### config.mk
export PLATFORM = sky130hd
export DESIGN_NAME = axis_pkt_checker_bp_gen
export DESIGN_NICKNAME = d
export VERILOG_FILES = /design/src/rtl/axis_pkt_checker_pkg.sv /design/src/rtl/axis_pkt_checker_bp_gen.sv
export SDC_FILE = /design/constraint.sdc
export NUM_CORES = 1
export LEC_CHECK = 0
export ABC_AREA = 1
export CAP_MARGIN = 20
export CORE_MARGIN = 4
export CORE_UTILIZATION = 45
export DETAILED_ROUTE_END_ITERATION = 8
export PLACE_DENSITY = 0.65
export SLEW_MARGIN = 25
export SYNTH_ARGS = -nofsm -noshare
export SYNTH_HDL_FRONTEND = slang
export SYNTH_SLANG_ARGS = --single-unit
### constraint.sdc
create_clock -name clk -period 2.5 [get_ports clk]
set_input_delay 0.25 -clock clk [delete_from_list [all_inputs] [get_ports clk]]
set_output_delay 0.25 -clock clk [all_outputs]
set_load 0.02 [all_outputs]
### src/rtl/axis_pkt_checker_pkg.sv
// rtl/axis_pkt_checker_pkg.sv - shared types for the AXIS packet pattern checker
// Holds the per-channel state enum, the error-code enum, the back-pressure
// generator state enum and the per-channel context struct.
package axis_pkt_checker_pkg;

    localparam int BYTE_CNT_W = 16;

    typedef enum logic [1:0] {
        ST_IDLE   = 2'd0,
        ST_IN_PKT = 2'd1,
        ST_DROP   = 2'd2
    } chan_state_e;

    typedef enum logic [2:0] {
        ERR_NONE     = 3'd0,
        ERR_SEQ      = 3'd1,
        ERR_DATA     = 3'd2,
        ERR_KEEP     = 3'd3,
        ERR_OVERSIZE = 3'd4,
        ERR_BAD_DEST = 3'd5
    } err_code_e;

    typedef enum logic {
        BP_READY = 1'b0,
        BP_STALL = 1'b1
    } bp_state_e;

    // exp_byte is the value the next payload byte must carry; err latches the
    // first error seen in the packet so later beats cannot overwrite it.
    typedef struct packed {
        chan_state_e           state;
        logic [BYTE_CNT_W-1:0] byte_cnt;
        logic [7:0]            seq;
        logic [7:0]            exp_byte;
        err_code_e             err;
    } chan_ctx_t;

endpackage

### src/rtl/axis_pkt_checker_bp_gen.sv
// rtl/axis_pkt_checker_bp_gen.sv - LFSR driven tready stall generator
// Ports: clk, sresetn (sync active-low), max_bp_cycles (longest stall run,
// 0 disables stalls), ready (1 = accept).
module axis_pkt_checker_bp_gen
    import axis_pkt_checker_pkg::*;
(
    input  logic       clk,
    input  logic       sresetn,
    input  logic [7:0] max_bp_cycles,
    output logic       ready
);

    logic [15:0] lfsr_q, lfsr_d;
    bp_state_e   state_q, state_d;
    logic [7:0]  run_q, run_d;
    logic [7:0]  run_len;

    always_comb begin
        // x^16 + x^14 + x^13 + x^11, right-shifting Fibonacci form
        lfsr_d = {lfsr_q[0] ^ lfsr_q[2] ^ lfsr_q[3] ^ lfsr_q[5], lfsr_q[15:1]};

        // Clamp the random candidate into 1..max_bp_cycles
        if (lfsr_q[15:8] == 8'd0) begin
            run_len = 8'd1;
        end else if (lfsr_q[15:8] > max_bp_cycles) begin
            run_len = max_bp_cycles;
        end else begin
            run_len = lfsr_q[15:8];
        end

        state_d = state_q;
        run_d   = run_q;
        ready   = 1'b1;
        case (state_q)
            BP_READY: begin
                if (max_bp_cycles != 8'd0 && lfsr_q[1:0] == 2'b00) begin
                    state_d = BP_STALL;
                    run_d   = run_len;
                end
            end
            BP_STALL: begin
                ready = 1'b0;
                if (run_q <= 8'd1 || max_bp_cycles == 8'd0) begin
                    state_d = BP_READY;
                end else begin
                    run_d = run_q - 8'd1;
                end
            end
            default: state_d = BP_READY;
        endcase
    end

    always_ff @(posedge clk) begin
        if (!sresetn) begin
            lfsr_q  <= 16'hACE1;
            state_q <= BP_READY;
            run_q   <= 8'd0;
        end else begin
            lfsr_q  <= lfsr_d;
            state_q <= state_d;
            run_q   <= run_d;
        end
    end

endmodule

==> results of run 1 <==
-- power by group through the flow --
| stage | Clock (mW) | Sequential [mW] | Combinational (mW) |
|---|---|---|---|
| 4_1_cts | 0.194 | 0.473 | 0.284 |
| 3_5_place_dp | 0 | 0.482 | 0.283 |
| 3_3_place_gp | 0 | 0.481 | 0.274 |
| 2_1_floorplan | 0 | 0.472 | 0.223 |
| 5_1_grt | 0.209 | 0.478 | 0.326 |
| 6_report | 0.186 | 0.474 | 0.283 |
-- worst reg2reg max path, stage by stage, from the launching register on --
cell and delay [ns]:
dfxtp_1 0.43, inv_1 0.10, ha_1 0.27, o21ai_2 0.17
nor2_2 0.06, nor2_2 0.29, inv_1 0.21, nor2_1 0.14
a21oi_1 0.08
-- metrics by stage --
step | hold WS [ns] | util
floorplan | 0.3905 | -
global placement | 0.3962 | 0.5112
detailed placement | 0.4120 | 0.5112
CTS | 0.4424 | 0.5211
global route | 0.4527 | 0.5211
finish | 0.4392 | 0.5211
-- cells in the mapped netlist --
library cell / instances
nor2_1: 14
or2_2: 3
buf_6: 1
a21oi_1: 16
nand2_2: 3
xor2_1: 2
nand2_1: 29
xnor2_1: 1
o31ai_1: 1
nand4_1: 5
inv_1: 35
clkbuf_1: 2
nor2_2: 3
ha_1: 10
inv_2: 1
dfxtp_1: 25
nand3_1: 19
a21o_1: 1
nand4_4: 1
o21ai_1: 1
nor2_4: 2
o21ai_2: 2
nand2_4: 2
o21ai_0: 14
-- layer usage --
| metal | share of wire | wire [um] | GRT usage |
|---|---|---|---|
| met5 | 0 | 0 | 0 |
| met4 | 0.016 | 44 | 0.05660 |
| met3 | 0.038 | 107 | 0.01933 |
| met2 | 0.46 | 1284 | 0.2516 |
| met1 | 0.48 | 1351 | 0.1931 |
-- state kept, by name, summed over array words and instances (netlist names) --
register  flops
lfsr_q       16
state_q       1
run_q         8
-- layout make-up --
type / count / share of cell area
Multi-Input combinational cell: 129 / 0.4750
Sequential cell: 25 / 0.3172
Inverter: 36 / 0.08565
Timing Repair Buffer: 11 / 0.06820
Tap cell: 44 / 0.03489
Clock buffer: 3 / 0.01427
Clock inverter: 1 / 0.004758
-- path summary, 6_finish.rpt --
| kind | endpoint | slack, ns |
|---|---|---|
| hold reg to reg | lfsr_q[3]$_SDFF_PN0_ | 0.44 |
| setup reg to reg | run_q[2]$_SDFFE_PN0P_ | 0.66 |
| setup / recovery | run_q[2]$_SDFFE_PN0P_ | 0.66 |
| hold / removal | lfsr_q[3]$_SDFF_PN0_ | 0.44 |
-- kinds of logic after synthesis --
family,count (synthesis),share of synthesized area
AO/OA/AOI/OAI,35,0.1337
XOR/XNOR,3,0.01872
AND/OR/NAND/NOR,81,0.2923
buffers and inverters,39,0.1096
adder cells (fa/ha/maj),10,0.08913
flip-flops,25,0.3565
==> qor.txt, run 1 <==
PLACED DESIGN
-------------------------------------------------------------------------------------
Number of cells in the design after placement                                     245
DP Wirelength                                                                2.244 mm
Buffers added on ports                                                             10
Total cell area at the placement stage                                      1548 um^2
Placement-stage worst setup slack                                           0.4658 ns
Global placement routability congestion                                        0.8056

STA
-------------------------------------------------------------------------------------
Final Slew Violations                                                               0
Unrepaired setup endpoints after global routing                                    no
Setup violation total in the final timing report                                    0
Final setup slack of the worst path                                         0.6602 ns
Relative slew margins                                                          0.6951
Tightest Pin Transition                                                     0.4557 ns
Max frequency                                                               543.5 MHz
Final period demand of the worst path                                        1.840 ns
Final total negative setup slack                                                 0 ns
Final setup skew                                                          0.003035 ns
Final-report hold violation count                                                   0
Final period utilization                                                       0.7359

GLOBAL ROUTE
-------------------------------------------------------------------------------------
Vias in the first global route                                                   1181
Grt total ovfl                                                                      0
Global-route wire length before repair                                       4.988 mm
Global Route Usage Sum                                                         0.1495
Antenna violations before repair                                                    0
Largest net degree at the start of global routing                                  16

CLOCK TREE
-------------------------------------------------------------------------------------
Post-CTS setup-driven buffer insertion count                                        0
Clock latency reported for the late side of the worst-skew pair               0.32 ns
Clock buffers created by TritonCTS                                                  3
Reg clk slew, reported paths                                                  0.14 ns
Clock Sink Count                                                                   25
Number of resized instances in the post-cts repair step                             0
TritonCTS clock tree                                                            built
Longest Clk Path Bufs                                                               2
Deepest level of the CTS H-tree                                                     1
Clk root buf                                                                 clkbuf_4
Post-CTS Hold Fix Bufs                                                              0

PWR
-------------------------------------------------------------------------------------
Power consumption                                                           0.9418 mW
Sequential share of power                                                       0.503
Part of the power in the clock network                                          0.197
Comb power frac                                                                 0.300
Internal power summed over all cells                                        0.6108 mW
Leakage power                                                               0.7802 nW
Switching power share of the total                                             0.3514
P per Cell Area                                                          596.9 nW/um^2
Max rail drop VDD                                                         0.0003659 V
Net Switching                                                               0.3309 mW

FINISH
-------------------------------------------------------------------------------------
Share of layout cells above drive strength 1                                   0.1073
Footprint of the multi-input gates                                         749.5 um^2
Highest-count cells in the layout ignoring fill and taps                 inv_1, nand2_1, dfxtp_1
Sequential cell area                                                       500.5 um^2
Post-layout net count                                                             226
Final instance area                                                         1578 um^2
Antenna cells                                                                       0
Most frequent standard cell in the layout excluding fill and tap cells          inv_1
Syn-to-layout area delta                                                       12.39%
Number of standard cells in the final layout excluding fillers                    249
Total of fill cells in the finished design                                        315

DRT
-------------------------------------------------------------------------------------
Detailed-routing iteration count for the pre-antenna-repair pass                    4
Vias                                                                             1216
Number of remaining DRC errors                                                      0
Routed wire length                                                           2.787 mm
DR WL/cell                                                                   11.19 um
DRC violation total after the first TritonRoute iteration                          38
Post-detailed-route count of antenna-violating nets                                 0
Via-to-Cell Ratio                                                               4.884

SETUP PATH
-------------------------------------------------------------------------------------
Type of element capturing the critical path                                      flop
Data arrival time of the critical path                                        2.07 ns
Crit path max-delay cell type                                                 dfxtp_1
Levels on crit path                                                                 8
Critical path class                                                           reg2reg
Critical register-to-register path startpoint                            run_q[0]$_SDFFE_PN0P_
Cells on worst reg2reg path                                                         8
Largest fanout on the critical path                                                11
Timing startpoint of the critical path                                   run_q[0]$_SDFFE_PN0P_
Total buffers and inverters traversed by the critical path                          2
CP required                                                                   2.73 ns
Series of cell instances along the critical path                         inv_1, ha_1, o21ai_2, nor2_2, nor2_2, inv_1, nor2_1, a21oi_1
Delay of the slowest cell on the worst path                                   0.43 ns
Critical path startpoint category                                                flop
Top delay family on crit path                                            simple AND/OR/NAND/NOR gates

LOGIC SYNTHESIS
-------------------------------------------------------------------------------------
Post-synthesis sequential element count                                            25
Cell area after synthesis                                                   1404 um^2
Synth warn                                                                          0
Synth Net Count                                                                   213
Synthesized netlist cell count                                                    193
Synth cell types                                                                   24
Sequential cell area fraction in the yosys report                              0.3565
Library cell with the largest summed area after synthesis                     dfxtp_1
Area share of the largest cell type after synthesis                            0.3565
Top cells by area, synth                                                 dfxtp_1, inv_1, ha_1, nand2_1, nand3_1
Avg Inst Size Synth                                                        7.274 um^2

MIN PATH
-------------------------------------------------------------------------------------
Hold Path Depth                                                                     2
Worst hold-check path type                                                    reg2reg
Hold path start                                                          lfsr_q[4]$_SDFF_PN0_

FLOORPLANNING
-------------------------------------------------------------------------------------
Initial core utilization                                                       0.4636
Die boundary height                                                          63.86 um
Die footprint                                                               4077 um^2
Horiz. Die Dim                                                               63.86 um
IO Pins                                                                            11
Core box area                                                               3028 um^2
FP Rows                                                                            20

RUN
-------------------------------------------------------------------------------------
Count of max-cap constraint violations                                              0

OUTCOME
-------------------------------------------------------------------------------------
Outcome                                                                     completed

(Power assumes the default switching activity.)
==> inputs of run 2 (changes only) <==
- clock period: 2.5 -> 1.8 ns (I/O delays scaled with it)
==> qor.txt, run 2 (same netlist as run 1, synthesis figures left out) <==
FINISH
-------------------------------------------------------------------------------------
Largest register by flop count                                                 lfsr_q
Total of fill cells in the finished design                                        309   -1.9%
Most frequent standard cell in the layout excluding fill and tap cells          inv_1
Number of flip-flops under the largest register name                               16   unchanged
Highest-count cells in the layout ignoring fill and taps                 inv_1, nand2_1, dfxtp_1
Syn-to-layout area delta                                                       17.02%
Share of layout cells above drive strength 1                                   0.1449   +0.03754
Antenna cells                                                                       0   unchanged
Final core utilization                                                         0.5426   +0.02149
Post-layout net count                                                             235   +4.0%
Largest registers                                                        lfsr_q (16), run_q (8), state_q (1)
Final instance area                                                         1643 um^2   +4.1%

STA
-------------------------------------------------------------------------------------
Final-report hold violation count                                                   0   unchanged
Tightest Pin Transition                                                     0.4728 ns   +0.01705 ns
Relative slew margins                                                          0.6837   -0.01140
Final setup skew                                                          0.004817 ns   +0.001782 ns
Final period demand of the worst path                                        1.684 ns   -0.1556 ns
Setup violation total in the final timing report                                    0   unchanged
Final period utilization                                                       0.9356   +0.1997
Max frequency                                                               593.8 MHz   +9.2%
Unrepaired setup endpoints after global routing                                    no
Worst-case hold slack                                                       0.4371 ns   -0.002068 ns
Final Slew Violations                                                               0   unchanged

SETUP PATH
-------------------------------------------------------------------------------------
Delay of the slowest cell on the worst path                                   0.43 ns   about the same
Type of element capturing the critical path                                      flop
Critical path startpoint category                                                flop
Series of cell instances along the critical path                         inv_1, ha_1, o21ai_2, nor2_2, nor2_2, buf_4, o21ai_0, a21oi_1
Data arrival time of the critical path                                        1.94 ns   -0.13 ns
Largest fanout on the critical path                                                 7   -4
CP required                                                                   2.05 ns   -0.68 ns
Total buffers and inverters traversed by the critical path                          2   unchanged
Most numerous cell on the critical path                                        nor2_2
Critical path class                                                           reg2reg
Top delay family on crit path                                              flip-flops
Crit path max-delay cell type                                                 dfxtp_1

GLOBAL ROUTE
-------------------------------------------------------------------------------------
Antenna violations before repair                                                    0   unchanged
Largest net degree at the start of global routing                                  15   -1
Global-route wire length before repair                                       4.919 mm   -1.4%
Vias in the first global route                                                   1177   -0.34%
Global Route Usage Sum                                                         0.1465   -0.003007
Grt total ovfl                                                                      0   unchanged

FLOORPLANNING
-------------------------------------------------------------------------------------
Die boundary height                                                          63.86 um   unchanged
Core box area                                                               3028 um^2   unchanged
Horiz. Die Dim                                                               63.86 um   unchanged
FP Rows                                                                            20   unchanged
Die footprint                                                               4077 um^2   unchanged
IO Pins                                                                            11   unchanged
Initial core utilization                                                       0.4636   unchanged

PLACED DESIGN
-------------------------------------------------------------------------------------
Buffers added on ports                                                             10   unchanged
Total cell area at the placement stage                                      1615 um^2   +4.4%
DP Wirelength                                                                2.332 mm   +3.9%
Global placement routability congestion                                        0.8543   +6.0%

CLOCK TREE
-------------------------------------------------------------------------------------
Post-CTS setup-driven buffer insertion count                                        0   unchanged
Clk root buf                                                                 clkbuf_4
Clock buffers created by TritonCTS                                                  3   unchanged
Number of resized instances in the post-cts repair step                             0   unchanged
Deepest level of the CTS H-tree                                                     1   unchanged
TritonCTS clock tree                                                            built
Clock Sink Count                                                                   25   unchanged
Post-CTS Hold Fix Bufs                                                              0   unchanged
Clock latency reported for the late side of the worst-skew pair               0.31 ns   about the same
Longest Clk Path Bufs                                                               2   unchanged
Reg clk slew, reported paths                                                  0.13 ns   about the same

OUTCOME
-------------------------------------------------------------------------------------
Outcome                                                                     completed

PWR
-------------------------------------------------------------------------------------
Max rail drop VDD                                                         0.0004567 V   +25%
Switching power share of the total                                             0.3419   -0.009471
Net Switching                                                               0.4480 mW   +35%
Sequential share of power                                                       0.501   -0.002
Part of the power in the clock network                                          0.184   -0.013
P per Cell Area                                                          797.5 nW/um^2   +34%
Internal power summed over all cells                                        0.8622 mW   +41%
Leakage power                                                               0.8271 nW   +6.0%
Comb power frac                                                                 0.315   +0.015

DRT
-------------------------------------------------------------------------------------
Routed wire length                                                           2.851 mm   +2.3%
Detailed-routing iteration count for the pre-antenna-repair pass                    4   unchanged
DRC violation total after the first TritonRoute iteration                          44   +16%
Vias                                                                             1229   +1.1%
Post-detailed-route count of antenna-violating nets                                 0   unchanged
Number of remaining DRC errors                                                      0   unchanged
DR WL/cell                                                                   11.05 um   -1.3%
Via-to-Cell Ratio                                                               4.764   -2.5%

MIN PATH
-------------------------------------------------------------------------------------
Worst hold-check path type                                                    reg2reg

RUN
-------------------------------------------------------------------------------------
Count of max-cap constraint violations                                              0   unchanged

-- run 2: cell types whose count changed in the layout (fill, tap and decap cells not counted) --
cell        change
clkinvlp_4      -1
clkinv_2        +1
buf_4           +9
-- run 2: per-layer routing --
layer,vias up,wire (um),global-route usage
li1,660,-,-
met1,543,1299,0.1809
met2,22,1390,0.2542
met3,4,136,0.02988
met4,0,24,0.04313
met5,-,0,0
-- run 2: final cells by class --
class / instances / area (um^2) / share of cell area
Clock inverter: 1 / 5.005 / 0.003046
Inverter: 36 / 135.1 / 0.08225
Multi-Input combinational cell: 129 / 749.5 / 0.4562
Tap cell: 44 / 55.05 / 0.03351
Timing Repair Buffer: 20 / 175.2 / 0.1066
Sequential cell: 25 / 500.5 / 0.3046
Clock buffer: 3 / 22.52 / 0.01371
-- run 2: path summary, 6_finish.rpt --
check                                              to                   from  slack [ns]  cells past startpoint
worst min register to register   lfsr_q[6]$_SDFF_PN1_   lfsr_q[7]$_SDFF_PN1_        0.44                      1
worst max-delay path            run_q[1]$_SDFFE_PN0P_  run_q[0]$_SDFFE_PN0P_        0.12                      8
worst min-delay path             lfsr_q[6]$_SDFF_PN1_   lfsr_q[7]$_SDFF_PN1_        0.44                      1
worst max register to register  run_q[1]$_SDFFE_PN0P_  run_q[0]$_SDFFE_PN0P_        0.12                      8
-- run 2: worst reg2reg max path: cells and delay by family (launching register included) --
family                     cells  cell delay, ns
AOI/OAI and AO/OA              3            0.41
adders and majority gates      1            0.27
buffers and inverters          2            0.27
DFF                            1            0.43
and+or+nand+nor                2            0.23
-- run 2: power groups by stage --
stage	registers, mW	logic (mW)	clock network [mW]
finish	0.657	0.412	0.241
global placement	0.668	0.400	0
detailed placement	0.670	0.413	0
CTS	0.657	0.415	0.253
global route	0.664	0.471	0.270
floorplan	0.656	0.310	0
-- run 2: stage by stage --
step / instances / power (mW) / worst slack [ns] / setup TNS [ns]
6_report: 258 / 1.310 / 0.1158 / 0
4_1_cts: 258 / 1.326 / 0.1088 / 0
3_5_place_dp: 254 / 1.083 / -0.1334 / -0.8622
3_3_place_gp: 254 / 1.068 / -0.08498 / -0.4553
5_1_grt: 258 / 1.405 / 0.03804 / 0
2_1_floorplan: 193 / 0.9662 / 0.3923 / 0
==> inputs of run 3 (changes only) <==
- CORE_UTILIZATION: 45 -> 30
- CTS_CLUSTER_DIAMETER: not set -> 80
- PLACE_DENSITY: 0.65 -> 0.48
==> qor.txt, run 3 (same netlist as run 1, synthesis figures left out) <==
FINISH
-------------------------------------------------------------------------------------
Most frequent standard cell in the layout excluding fill and tap cells          inv_1
Highest-count cells in the layout ignoring fill and taps                 inv_1, nand2_1, dfxtp_1
Largest registers                                                        lfsr_q (16), run_q (8), state_q (1)
Syn-to-layout area delta                                                       20.59%
Share of layout cells above drive strength 1                                   0.1574   +0.01255
Largest register by flop count                                                 lfsr_q
Post-layout net count                                                             237   +0.85%
Antenna cells                                                                       0   unchanged
Number of flip-flops under the largest register name                               16   unchanged
Final core utilization                                                         0.3809   -0.1617
Number of standard cells in the final layout excluding fillers                    268   +3.9%

PWR
-------------------------------------------------------------------------------------
P per Cell Area                                                          837.0 nW/um^2   +4.9%
Net Switching                                                               0.4737 mW   +5.7%
Sequential share of power                                                       0.462   -0.039
Max rail drop VDD                                                         0.0002689 V   -41%
Internal power summed over all cells                                        0.9432 mW   +9.4%
Switching power share of the total                                             0.3343   -0.007594
Part of the power in the clock network                                          0.237   +0.053
Leakage power                                                               0.8411 nW   +1.7%
Comb power frac                                                                 0.301   -0.014

STA
-------------------------------------------------------------------------------------
Tightest Pin Transition                                                     0.4779 ns   +0.005143 ns
Max frequency                                                               610.7 MHz   +2.9%
Final setup slack of the worst path                                         0.1625 ns   +0.04669 ns
Final-report hold violation count                                                   0   unchanged
Final total negative setup slack                                                 0 ns   unchanged
Setup violation total in the final timing report                                    0   unchanged
Final Slew Violations                                                               0   unchanged
Final period demand of the worst path                                        1.637 ns   -0.04669 ns
Unrepaired setup endpoints after global routing                                    no
Relative slew margins                                                          0.6802   -0.003442
Final period utilization                                                       0.9097   -0.02594
Final setup skew                                                          0.002849 ns   -0.001968 ns

GLOBAL ROUTE
-------------------------------------------------------------------------------------
Grt total ovfl                                                                      0   unchanged
Largest net degree at the start of global routing                                  21   +6
Antenna violations before repair                                                    0   unchanged
Global-route wire length before repair                                       5.395 mm   +9.7%
Global Route Usage Sum                                                         0.1107   -0.03580
Vias in the first global route                                                   1202   +2.1%

CLOCK TREE
-------------------------------------------------------------------------------------
Reg clk slew, reported paths                                                  0.09 ns   -0.04 ns
Post-CTS setup-driven buffer insertion count                                        0   unchanged
Clk root buf                                                                 clkbuf_8
Longest Clk Path Bufs                                                               2   unchanged
Clock Sink Count                                                                   25   unchanged
TritonCTS clock tree                                                            built
Number of resized instances in the post-cts repair step                             0   unchanged
Deepest level of the CTS H-tree                                                     1   unchanged
Post-CTS Hold Fix Bufs                                                              0   unchanged
Clock buffers created by TritonCTS                                                  3   unchanged
Clock latency reported for the late side of the worst-skew pair               0.26 ns   -0.05 ns

SETUP PATH
-------------------------------------------------------------------------------------
Most numerous cell on the critical path                                       nand2_1
Capture point of the worst reg-to-reg path                               run_q[0]$_SDFFE_PN0P_
Cells on worst reg2reg path                                                         9   +1
Timing startpoint of the critical path                                   max_bp_cycles[3]
Top delay family on crit path                                            simple AND/OR/NAND/NOR gates
CP required                                                                   1.96 ns   -0.09 ns
Largest fanout on the critical path                                                 9   +2
Delay of the slowest cell on the worst path                                   0.45 ns   +0.02 ns
Crit path max-delay cell type                                            clkdlybuf4s50_1
Critical register-to-register path startpoint                            lfsr_q[15]$_SDFF_PN1_
Data arrival time of the critical path                                        1.80 ns   -0.14 ns
Total buffers and inverters traversed by the critical path                          3   +1
Series of cell instances along the critical path                         clkdlybuf4s50_1, inv_1, ha_1, nand2_1, inv_1, nand2_1, nand2_1, nand2_2, nand2_4, nand2_4, nand2_2, nand3_1, nand2_1, a21oi_1
Register-to-register path setup slack                                         0.24 ns   +0.12 ns
Critical path startpoint category                                          input port
Critical path class                                                            in2reg
Type of element capturing the critical path                                      flop

FLOORPLANNING
-------------------------------------------------------------------------------------
Die boundary height                                                          76.41 um   +20%
FP Rows                                                                            24   +20%
IO Pins                                                                            11   unchanged
Initial core utilization                                                       0.3159   -0.1478
Die footprint                                                               5838 um^2   +43%
Horiz. Die Dim                                                               76.41 um   +20%
Core box area                                                               4444 um^2   +47%

MIN PATH
-------------------------------------------------------------------------------------
Hold path start                                                          lfsr_q[4]$_SDFF_PN0_
Worst hold-check path type                                                    reg2reg
Destination of the worst hold path                                       lfsr_q[3]$_SDFF_PN0_
Hold Path Depth                                                                     2   +1

PLACED DESIGN
-------------------------------------------------------------------------------------
Global placement routability congestion                                        0.7919   -7.3%
Buffers added on ports                                                             10   unchanged
DP Wirelength                                                                2.375 mm   +1.8%
Number of cells in the design after placement                                     264   +3.9%
Placement-stage worst setup slack                                          -0.1275 ns   +0.005934 ns

DRT
-------------------------------------------------------------------------------------
Via-to-Cell Ratio                                                               4.507   -5.4%
DR WL/cell                                                                   10.91 um   -1.3%
Vias                                                                             1208   -1.7%
Routed wire length                                                           2.924 mm   +2.6%
Number of remaining DRC errors                                                      0   unchanged
Post-detailed-route count of antenna-violating nets                                 0   unchanged
Detailed-routing iteration count for the pre-antenna-repair pass                    4   unchanged
DRC violation total after the first TritonRoute iteration                          59   +34%

RUN
-------------------------------------------------------------------------------------
Count of max-cap constraint violations                                              0   unchanged

OUTCOME
-------------------------------------------------------------------------------------
Outcome                                                                     completed

-- run 3: cell types whose count changed in the layout (fill, tap and decap cells not counted) --
| cell | delta |
|---|---|
| a21oi_1 | -1 |
| clkinv_2 | -1 |
| buf_4 | +2 |
| a21oi_2 | +1 |
| clkinvlp_4 | +1 |
| clkbuf_8 | +3 |
| clkbuf_4 | -3 |
-- run 3: cell type report --
cell class,count,area (um^2)
Timing Repair Buffer,22,190.2
Fill cell,482,2751
Clock inverter,1,7.507
Inverter,36,135.1
Sequential cell,25,500.5
Tap cell,52,65.06
Multi-Input combinational cell,129,753.2
Clock buffer,3,41.29
-- run 3: worst max path at each step --
stage,endpoint,slack (ns),cells after the start
2_1_floorplan,run_q[0]$_SDFFE_PN0P_,0.39,9
3_3_place_gp,run_q[0]$_SDFFE_PN0P_,-0.13,14
3_5_place_dp,run_q[0]$_SDFFE_PN0P_,-0.13,14
4_1_cts,run_q[0]$_SDFFE_PN0P_,0.16,14
5_1_grt,run_q[7]$_SDFFE_PN0P_,0.01,13
6_report,run_q[0]$_SDFFE_PN0P_,0.16,14
-- run 3: worst min-delay path: stages, from the launching register on --
cell     delay, ns
dfxtp_1       0.32
nand2_1       0.04
inv_1         0.04
-- run 3: power by group through the flow --
stage                     clock network [mW]  registers (mW)  logic, mW
after floorplan                            0           0.656      0.310
after global placement                     0           0.668      0.429
after detailed placement                   0           0.668      0.427
after CTS                              0.352           0.655      0.428
after global routing                   0.379           0.664      0.499
final                                  0.336           0.655      0.426
-- run 3: routing by layer --
layer	wire, um	up-vias	global-route usage
li1	-	667	-
met1	1565	521	0.1588
met2	1272	18	0.1775
met3	71	2	0.01418
met4	14	0	0.02174
met5	0	-	0
-- run 3: per-stage QoR --
stage                     total power, mW  hold slack, ns  cell area, um^2
after detailed placement            1.094          0.4005             1640
after CTS                           1.435          0.4227             1689
after global routing                1.542          0.4495             1693
after global placement              1.098          0.3926             1640
final                               1.417          0.4194             1693
after floorplan                    0.9662          0.3397             1404
